File: config.mk
export PLATFORM = sky130hd
export DESIGN_NAME = fetch_unit
export DESIGN_NICKNAME = d
export VERILOG_FILES = /design/src/rtl/riscv_pkg.sv /design/src/rtl/fetch_fifo.sv /design/src/rtl/fetch_unit.sv
export SDC_FILE = /design/constraint.sdc
export NUM_CORES = 1
export LEC_CHECK = 0
export BUFFER_PORTS_ARGS = -buffer_cell sky130_fd_sc_hd__buf_4
export CORE_ASPECT_RATIO = 1.25
export CORE_MARGIN = 2
export CORE_UTILIZATION = 35
export CTS_CLUSTER_DIAMETER = 30
export CTS_CLUSTER_SIZE = 8
export DETAILED_ROUTE_END_ITERATION = 7
export PLACE_DENSITY = 0.53
export REMOVE_ABC_BUFFERS = 1
export SLEW_MARGIN = 5
export SYNTH_ARGS = -nofsm -noshare
export SYNTH_HDL_FRONTEND = slang
export SYNTH_SLANG_ARGS = --single-unit
File: constraint.sdc
create_clock -name clk -period 7.4 [get_ports clk]
set_clock_uncertainty 0.15 [all_clocks]
set_input_delay 1.48 -clock clk [delete_from_list [all_inputs] [get_ports clk]]
set_output_delay 1.48 -clock clk [all_outputs]
set_load 0.05 [all_outputs]
File: src/rtl/riscv_pkg.sv
// Shared fetch-side definitions: NOP encoding, fetch FSM states, buffer entry
// layout and the default reset PC.
package riscv_pkg;

    localparam logic [31:0] NOP_INSTR        = 32'h0000_0013;
    localparam logic [31:0] RESET_PC_DEFAULT = 32'h0000_0000;
    localparam int unsigned FETCH_DEPTH      = 2;

    typedef enum logic {
        S_FETCH = 1'b0,
        S_DRAIN = 1'b1
    } fetch_state_e;

    typedef struct packed {
        logic [31:0] pc;
        logic [31:0] instr;
    } fetch_entry_t;

    // Clear the byte-offset bits so every fetch address is word aligned.
    function automatic logic [31:0] word_align(input logic [31:0] addr);
        return addr & 32'hFFFF_FFFC;
    endfunction

endpackage

File: src/rtl/fetch_fifo.sv
// Two-entry instruction buffer holding {pc, instr} pairs. Flush empties it in
// one cycle and takes priority over push and pop; push and pop may coincide
// at any occupancy, including full.
module fetch_fifo
    import riscv_pkg::*;
(
    input  logic         clk,
    input  logic         rst_n,
    input  logic         flush_i,
    input  logic         push_i,
    input  fetch_entry_t push_data_i,
    input  logic         pop_i,
    output logic         valid_o,
    output fetch_entry_t head_o,
    output logic [1:0]   count_o
);

    fetch_entry_t mem_q [2];
    logic         wr_ptr_q, wr_ptr_d;
    logic         rd_ptr_q, rd_ptr_d;
    logic [1:0]   count_q, count_d;
    logic         do_push, do_pop;

    // Qualify push/pop against occupancy and compute next pointers and count.
    always_comb begin
        do_pop   = pop_i && (count_q != 2'd0);
        do_push  = push_i && ((count_q != 2'd2) || do_pop);
        wr_ptr_d = wr_ptr_q;
        rd_ptr_d = rd_ptr_q;
        count_d  = count_q;
        if (flush_i) begin
            wr_ptr_d = 1'b0;
            rd_ptr_d = 1'b0;
            count_d  = 2'd0;
        end else begin
            if (do_push) wr_ptr_d = ~wr_ptr_q;
            if (do_pop)  rd_ptr_d = ~rd_ptr_q;
            case ({do_push, do_pop})
                2'b10:   count_d = count_q + 2'd1;
                2'b01:   count_d = count_q - 2'd1;
                default: count_d = count_q;
            endcase
        end
    end

    // Pointer and occupancy registers.
    always_ff @(posedge clk or negedge rst_n) begin
        if (!rst_n) begin
            wr_ptr_q <= 1'b0;
            rd_ptr_q <= 1'b0;
            count_q  <= 2'd0;
        end else begin
            wr_ptr_q <= wr_ptr_d;
            rd_ptr_q <= rd_ptr_d;
            count_q  <= count_d;
        end
    end

    // Entry storage; contents are only meaningful while counted as occupied.
    always_ff @(posedge clk) begin
        if (do_push && !flush_i) begin
            mem_q[wr_ptr_q] <= push_data_i;
        end
    end

    assign valid_o = (count_q != 2'd0);
    assign head_o  = mem_q[rd_ptr_q];
    assign count_o = count_q;

endmodule

File: src/rtl/fetch_unit.sv
// Instruction fetch front end: issues one word fetch at a time, buffers up to
// two returned instructions for decode, and handles redirects by flushing the
// buffer and discarding the single in-flight response if one is pending.
module fetch_unit
    import riscv_pkg::*;
#(
    parameter logic [31:0] RESET_PC = RESET_PC_DEFAULT,
    parameter int unsigned DEPTH    = FETCH_DEPTH
) (
    input  logic        clk,
    input  logic        rst_n,
    output logic        imem_req,
    output logic [31:0] imem_addr,
    input  logic        imem_rvalid,
    input  logic [31:0] imem_rdata,
    input  logic        redirect_valid,
    input  logic [31:0] redirect_pc,
    output logic        instr_valid,
    output logic [31:0] instr,
    output logic [31:0] instr_pc,
    input  logic        instr_ready
);

    fetch_state_e state_q, state_d;
    logic [31:0]  fpc_q, fpc_d;
    logic [31:0]  req_addr_q, req_addr_d;
    logic         outst_q, outst_d;

    logic         rsp_accept;
    logic         req;
    logic         fifo_push, fifo_pop;
    logic         fifo_valid;
    logic [1:0]   fifo_count;
    fetch_entry_t fifo_head, push_entry;

    // Request/response qualification plus next-state for FSM, fetch PC and outstanding flag.
    always_comb begin
        state_d    = state_q;
        fpc_d      = fpc_q;
        req_addr_d = req_addr_q;
        outst_d    = outst_q;

        // Responses without a pending request are stray strobes and ignored.
        rsp_accept = imem_rvalid && outst_q;
        // No request in a redirect cycle: it would fetch from the abandoned path.
        req        = rst_n && (state_q == S_FETCH) && !outst_q && !redirect_valid
                     && (({1'b0, fifo_count} + {2'b00, outst_q}) < 3'(DEPTH));
        fifo_push  = rsp_accept && (state_q == S_FETCH) && !redirect_valid;
        fifo_pop   = fifo_valid && instr_ready;
        push_entry = '{pc: req_addr_q, instr: imem_rdata};

        if (req) begin
            fpc_d      = fpc_q + 32'd4;
            req_addr_d = fpc_q;
            outst_d    = 1'b1;
        end else if (rsp_accept) begin
            outst_d = 1'b0;
        end

        if (redirect_valid) begin
            fpc_d = word_align(redirect_pc);
        end

        case (state_q)
            S_FETCH: begin
                if (redirect_valid && outst_q && !imem_rvalid) state_d = S_DRAIN;
            end
            S_DRAIN: begin
                if (rsp_accept) state_d = S_FETCH;
            end
            default: state_d = S_FETCH;
        endcase
    end

    // Control state: FSM, fetch PC and outstanding-request flag.
    always_ff @(posedge clk or negedge rst_n) begin
        if (!rst_n) begin
            state_q <= S_FETCH;
            fpc_q   <= RESET_PC;
            outst_q <= 1'b0;
        end else begin
            state_q <= state_d;
            fpc_q   <= fpc_d;
            outst_q <= outst_d;
        end
    end

    // Address of the outstanding request, attached to its response on push.
    always_ff @(posedge clk) begin
        req_addr_q <= req_addr_d;
    end

    fetch_fifo u_fifo (
        .clk         (clk),
        .rst_n       (rst_n),
        .flush_i     (redirect_valid),
        .push_i      (fifo_push),
        .push_data_i (push_entry),
        .pop_i       (fifo_pop),
        .valid_o     (fifo_valid),
        .head_o      (fifo_head),
        .count_o     (fifo_count)
    );

    assign imem_req    = req;
    assign imem_addr   = fpc_q;
    assign instr_valid = fifo_valid;
    assign instr       = fifo_valid ? fifo_head.instr : NOP_INSTR;
    assign instr_pc    = fifo_valid ? fifo_head.pc    : 32'h0000_0000;

endmodule

==> results of run 1 <==
## cell usage after synthesis (all sizes together)
cell type,instances
nor2,65
nand4,14
nor2b,3
o22ai,1
nand2,42
nand3,9
edfxtp,154
or2,1
and4,2
buf,8
nor4b,2
nor4,1
or4b,1
nor3,5
xnor2,8
and3,9
ha,1
nand2b,1
inv,3
clkbuf,19
mux2i,63
o31a,1
xor2,21
or4,1
nor3b,2
o21ai,30
a211oi,1
conb,1
a21oi,4
and2,4
mux2,1
dfrtp,36
## layout make-up
type | instances | area (sq um)
fillers | 1984 | 11800
well taps | 279 | 349
flip-flops and latches | 190 | 5530
multi-input cells | 297 | 1910
inverters | 3 | 11.3
clock buffers | 19 | 443
repair buffers | 165 | 1240
clock inverters | 13 | 90.1
## power groups by stage
stage,sequential [mW],clock (mW),combinational (mW)
2_1_floorplan,1.35,0,0.117
3_5_place_dp,1.30,0,0.293
5_1_grt,1.28,0.888,0.308
4_1_cts,1.28,0.849,0.293
6_report,1.27,0.827,0.287
3_3_place_gp,1.29,0,0.288
## logic make-up after synthesis
family                     share of synthesized area, %
AOI/OAI and AO/OA                                  2.56
xor gates and xnor gates                           3.38
adders and majority gates                         0.166
buffers and inverters                              1.71
DFF                                                73.4
muxes                                              8.53
other                                            0.0498
and+or+nand+nor                                    10.2
## final timing paths
kind	slack, ns	depth (start not counted)	startpoint	to
worst max-delay path	2.69	4	rst_n	imem_req
worst min-delay path	0.29	0	req_addr_q[25]	u_fifo.mem_q[0][57]
worst max register to register	4.27	5	outst_q	u_fifo.mem_q[0][24]
worst min register to register	0.29	0	req_addr_q[25]	u_fifo.mem_q[0][57]
max in group asynchronous	5.83	1	rst_n	u_fifo.rd_ptr_q
min in group asynchronous	0.87	1	rst_n	imem_addr[2]
## registers in the layout, summed over array words and instances (netlist names)
signal and cells:
u_fifo.mem_q 124, imem_addr 30, req_addr_q 30, u_fifo.count_o 2
outst_q 1, state_q 1, u_fifo.rd_ptr_q 1, u_fifo.wr_ptr_q 1
## metrics by stage
step	hold slack, ns	area (sq um)	std cells	util (%)	total power [mW]
floorplan	0.271	7420	490	-	1.46
global placement	0.272	9030	934	42.4	1.58
detailed placement	0.282	9030	934	42.4	1.59
CTS	0.297	9570	966	44.9	2.42
global route	0.303	9570	966	44.9	2.48
finish	0.293	9570	966	44.9	2.39
## metal layers
metal	routed length (um)	vias to the layer above	part of all wire (%)	track usage, %
li1	-	2184	-	-
met1	6280	2161	40	16.7
met2	8710	104	55	26.1
met3	624	11	4.0	2.98
met4	175	0	1.1	4.76
met5	0	-	0	0
## placed cells by master (no fill, tap or decap), types with 2 or more instances in the layout
| master | n |
|---|---|
| xor2_1 | 21 |
| and3_1 | 9 |
| inv_6 | 3 |
| nor2_1 | 63 |
| clkinv_4 | 2 |
| nor2_4 | 2 |
| xnor2_1 | 8 |
| nor3b_1 | 2 |
| nand3_1 | 9 |
| and2_1 | 3 |
| clkinv_2 | 4 |
| a21oi_1 | 4 |
| buf_4 | 165 |
| nand2_1 | 42 |
| mux2i_1 | 63 |
| o21ai_0 | 30 |
| inv_1 | 3 |
| and4_1 | 2 |
| clkinvlp_4 | 3 |
| nand4_1 | 14 |
| nor3_1 | 4 |
| nor2b_1 | 2 |
| conb_1 | 4 |
| edfxtp_1 | 154 |
| clkbuf_16 | 17 |
| dfrtp_1 | 35 |
==> qor.csv, run 1 <==
metric,value,unit
outcome,completed,
arrival,3.08,ns
grt.overflow.total,0,
clockBufferDepth,2,
dp_hpwl,10400,um
grt_max_degree,69,
design.core.area,21300,sq um
drc,0,
grt_setup_unrepaired,false,
yosys_warnings,0,
crit_path_end_kind,output pin,
syn-cell-area,7520,sq um
crit_chain,buf_4 -> or4b_1 -> nor2_4 -> buf_4,
io_pins,167,
routedWlPerCell,16.3,um
syn_area_per_cell,14.6,sq um
fp.dieW,135,um
ys_types,36,
syn_inst,514,
pwr-share-comb,12.0,%
powerDensity,250,nW/um^2
cp.required,5.77,ns
critPathLaunchType,primary input,
initial_core_util,35.3,%
place_ws,2.60,ns
via_count,4460,
cp_slowest_stage_delay,0.73,ns
fmax,0.212,GHz
path_max_fanout,38,
relSlewSlack,39.3,%
drive_above_1_share,29.7,%
first_pass_iters,4,
cap_violations,0,
synth_area_leaders,"edfxtp_1 61%, dfrtp_1 12%, mux2i_1 8.4%, nor2_1 3.2%, xor2_1 2.4%",
clkSinkCount,190,
port_buffers,160,
tightest_slew,0.909,ns
htree_levels,4,
grt_pass1_wl,24500,um
path_delay_family,simple AND/OR/NAND/NOR gates,
min_path_type,flip-flop to flip-flop,
die_area,22700,sq um
grt_usage,14.3,%
cts_setup_buffers,0,
tns,0,ns
power_frac_clock,34.6,%
ant_nets,0,
diodes,0,
synth_area_leader_cell,edfxtp_1,
clkTransAtPathRegs,0.07,ns
critical_path_class,primary input to output pin,
rows,60,
cts_tree,done,
p_sw,0.627,mW
maxSlewViolCount,0,
ys_ff_latch,190,
peakVddDrop,0.148,mV
clk_latency,0.42,ns
cts-hold-fix-buffers,0,
period_share,63.6,%
synth_top_cell_area_share,61.5,%
synth-seq-area-share,73.4,%
setup_viol_count_final,0,
p_leak,3.50,nW
period_minus_slack,4.71,ns
finalWirelength,15800,um
swShare,26.3,%
drt_iter0_markers,165,
cpMostUsedCell,buf_4,
intPower,1.76,mW
die_h,168,um
fin_nets,744,
antenna_found_initial,0,
vias_per_cell,4.62,
hold_viol,0,
first_global_vias,4540,
cts_resized,0,
critPathSlowestCell,or4b_1,
cts_root_buf,clkbuf_16,
fin_ws,2.69,ns
syn_to_final_growth,27.2,%
cts_buffers,17,
crit_buf_inv,2,
seq_power_share,53.4,%
gp_congestion,0.733,
(Power assumes the default switching activity.)
==> inputs of run 2 (changes only) <==
--- a/config.mk
+++ b/config.mk
@@ -5,6 +5,7 @@
 export SDC_FILE = /design/constraint.sdc
 export NUM_CORES = 1
 export LEC_CHECK = 0
+export ABC_AREA = 1
 export BUFFER_PORTS_ARGS = -buffer_cell sky130_fd_sc_hd__buf_4
 export CORE_ASPECT_RATIO = 1.25
 export CORE_MARGIN = 2
@@ -12,7 +13,7 @@
 export CTS_CLUSTER_DIAMETER = 30
 export CTS_CLUSTER_SIZE = 8
 export DETAILED_ROUTE_END_ITERATION = 7
-export PLACE_DENSITY = 0.53
+export PLACE_DENSITY = 0.54
 export REMOVE_ABC_BUFFERS = 1
 export SLEW_MARGIN = 5
 export SYNTH_ARGS = -nofsm -noshare
==> constraint.sdc (replaced) <==
create_clock -name clk -period 4.3 [get_ports clk]
set_clock_uncertainty 0.15 [all_clocks]
set_input_delay 0.86 -clock clk [delete_from_list [all_inputs] [get_ports clk]]
set_output_delay 0.86 -clock clk [all_outputs]
set_load 0.05 [all_outputs]
==> run 2 against run 1 <==
  * Clock power grew 89%
  * Sequential power grew 75%
  * Combinational power grew to 4.4 times the previous value
  * Routed wire length grew 23%
  * Sequential share of layout area shrank 3.3 points
  * Critical path depth grew 2
  * Critical endpoint is now instr[18]
  * Largest cell class unchanged
  * Highest routed layer unchanged
==> qor.csv, run 2 <==
metric,value,unit,change
cts_setup_buffers,0,,unchanged
peakVddDrop,0.286,mV,+93%
maxSlewViolCount,0,,unchanged
clkTransAtPathRegs,0.07,ns,about the same
crit_chain,inv_1 -> nand2_1 -> inv_2 -> buf_4 -> a21oi_1 -> buf_4,,
ant_nets,0,,unchanged
rrSetupSlack,1.90,ns,-2.37 ns
clkSinkCount,190,,unchanged
die_h,173,um,+2.9%
cp.required,3.29,ns,-2.48 ns
fp.dieW,139,um,+2.9%
period_minus_slack,3.31,ns,
ys.flop_type,edfxtp_1,,
grt_setup_unrepaired,false,,
fmax,0.302,GHz,
clockBufferDepth,2,,unchanged
htree_levels,4,,unchanged
critPathSlowestCell,inv_2,,
swShare,33.4,%,+7.1 points
synth.most_common_cell,nand2_1,,
powerDensity,498,nW/um^2,+99%
synth_area_leaders,"edfxtp_1 58%, nand2_1 13%, dfrtp_1 11%, a21oi_1 3.8%, nand3_1 3.7%",,
power_frac_clock,30.9,%,-3.7 points
final_core_util,45.3,%,+0.47 points
crit_path_end_kind,output pin,,
vias_per_cell,4.65,,+0.81%
seq_power_share,44.1,%,-9.3 points
syn_inst,759,,+48%
grt_max_degree,63,,-8.7%
relSlewSlack,45.8,%,+6.5 points
finalWirelength,19300,um,+23%
synth_common_cells,"271 x nand2_1, 154 x edfxtp_1, 61 x a21oi_1",,
port_buffers,160,,unchanged
first_pass_iters,6,,+2
pwr-share-comb,25.0,%,+13 points
final_cell_area,10100,sq um,+6.0%
arrival,2.30,ns,-0.78 ns
fin_nets,992,,+33%
largest_register_ffs,124,,unchanged
syn_to_final_growth,27.0,%,about the same
timing.rr.start,state_q,,
routedWlPerCell,15.9,um,-2.8%
holdCritStartpoint,req_addr_q[28],,
cts_tree,done,,
drc,0,,unchanged
synth-seq-area-share,69.2,%,-4.2 points
gp_congestion,0.813,,+11%
antenna_found_initial,0,,unchanged
io_pins,167,,unchanged
die_area,24000,sq um,+5.9%
layout_commonest_cell,nand2_1,,
period_share,76.9,%,
rows,61,,+1.7%
critPathLaunchType,flip-flop,,
hold_viol,0,,unchanged
path_max_fanout,31,,-18%
cts_root_buf,clkbuf_16,,
setup_viol_count_final,0,,unchanged
cp-startpoint,u_fifo.count_o[1],,
grt.overflow.total,0,,unchanged
grt_pass1_wl,30500,um,+25%
syn-cell-area,7980,sq um,+6.1%
cp_slowest_stage_delay,0.54,ns,-0.19 ns
synth_area_leader_cell,edfxtp_1,,
tightest_slew,0.804,ns,-0.105 ns
min_path_type,flip-flop to flip-flop,,
initial_core_util,35.7,%,+0.40 points
dp_hpwl,13100,um,+26%
yosys_warnings,0,,unchanged
ys_ff_latch,190,,unchanged
drive_above_1_share,23.1,%,-6.6 points
place_area,9560,sq um,+5.8%
cts_buffers,17,,unchanged
p_sw,1.68,mW,+170%
hold-worst-slack,0.292,ns,-0.000790 ns
outcome,completed,,
p_leak,4.08,nW,+17%
cts-hold-fix-buffers,0,,unchanged
largest_register,u_fifo.mem_q,,
drt_iter0_markers,326,,+98%
via_count,5669,,+27%
ys_types,31,,-14%
clk_latency,0.42,ns,about the same
intPower,3.36,mW,+91%
mostFrequentLayoutCells,"271 x nand2_1, 168 x buf_4, 154 x edfxtp_1",,
first_global_vias,5460,,+20%
grt_usage,16.5,%,+2.1 points
syn_area_per_cell,10.5,sq um,-28%
fillers,2163,,+9.0%
critical_path_class,flip-flop to output pin,,
cts_resized,0,,unchanged
synth_top_cell_area_share,57.9,%,-3.5 points
design.core.area,22400,sq um,+4.9%
synth-edff-count,154,,unchanged
diodes,0,,unchanged
async_flop_share,18.9,%,unchanged
cap_violations,0,,unchanged
cpMostUsedCell,buf_4,,
[run 2: cell count changes in the layout (fill, tap and decap cells not counted), moves of 13 or more]
cell	previous run	this run
nand2_1	42	271
mux2i_1	63	0
a21oi_1	4	61
nand3_1	9	59
inv_1	3	45
xor2_1	21	1
nor2_1	63	44
nand4_1	14	1
o21ai_0	30	17
[run 2: layout make-up]
class / instances / area, sq um / area share (%)
timing repair buffer: 172 / 1340 / 13.2
clock buffer: 20 / 437 / 4.31
inverter: 50 / 188 / 1.85
tap: 283 / 354 / 3.49
multi-input combinational: 491 / 2150 / 21.2
sequential: 190 / 5530 / 54.5
clock inverter: 12 / 145 / 1.43
[run 2: critical path: cells and delay by family, from the launching register on]
| kind | cells | cell delay [ns] |
|---|---|---|
| buffers and inverters | 4 | 1.18 |
| AOI/OAI and AO/OA | 1 | 0.08 |
| DFF | 1 | 0.40 |
| and+or+nand+nor | 1 | 0.22 |
[run 2: power groups by stage]
| stage | sequential [mW] | combinational, mW | clock, mW |
|---|---|---|---|
| 2_1_floorplan | 2.39 | 0.675 | 0 |
| 3_3_place_gp | 2.26 | 1.28 | 0 |
| 3_5_place_dp | 2.26 | 1.28 | 0 |
| 4_1_cts | 2.22 | 1.28 | 1.59 |
| 5_1_grt | 2.24 | 1.36 | 1.67 |
| 6_report | 2.22 | 1.26 | 1.56 |
[run 2: through the flow]
stage          setup TNS [ns]  cells  total power [mW]  worst slack, ns
6_report                    0   1218              5.05            0.992
5_1_grt                     0   1218              5.26            0.805
4_1_cts                     0   1218              5.10            0.888
3_5_place_dp                0   1186              3.54             1.04
3_3_place_gp                0   1186              3.53             1.08
2_1_floorplan          -38.58    731              3.07           -0.311
[run 2: logic make-up (layout without fill, tap and decap cells)]
family / count (synthesis) / count (layout) / share of synthesized area, %
AOI/OAI and AO/OA: 94 / 94 / 6.25
adders and majority gates: 1 / 1 / 0.157
other: 1 / 4 / 0.0470
xor gates and xnor gates: 3 / 3 / 0.329
DFF: 190 / 190 / 69.2
and+or+nand+nor: 389 / 389 / 19.8
buffers and inverters: 81 / 254 / 4.18
[run 2: worst paths after layout]
check / to / cells after the start
min in group asynchronous: imem_addr[2] / 2
hold / removal: u_fifo.mem_q[1][60] / 0
max in group asynchronous: u_fifo.rd_ptr_q / 2
hold reg to reg: u_fifo.mem_q[1][60] / 0
setup / recovery: instr[18] / 6
setup reg to reg: u_fifo.mem_q[1][9] / 6
[run 2: per-layer routing]
layer	global-route usage, %	part of all wire (%)	wire (um)
met2	29.2	53	10300
met1	20.6	43	8270
met5	0	0	0
met4	4.55	0.97	188
met3	3.05	3.3	631
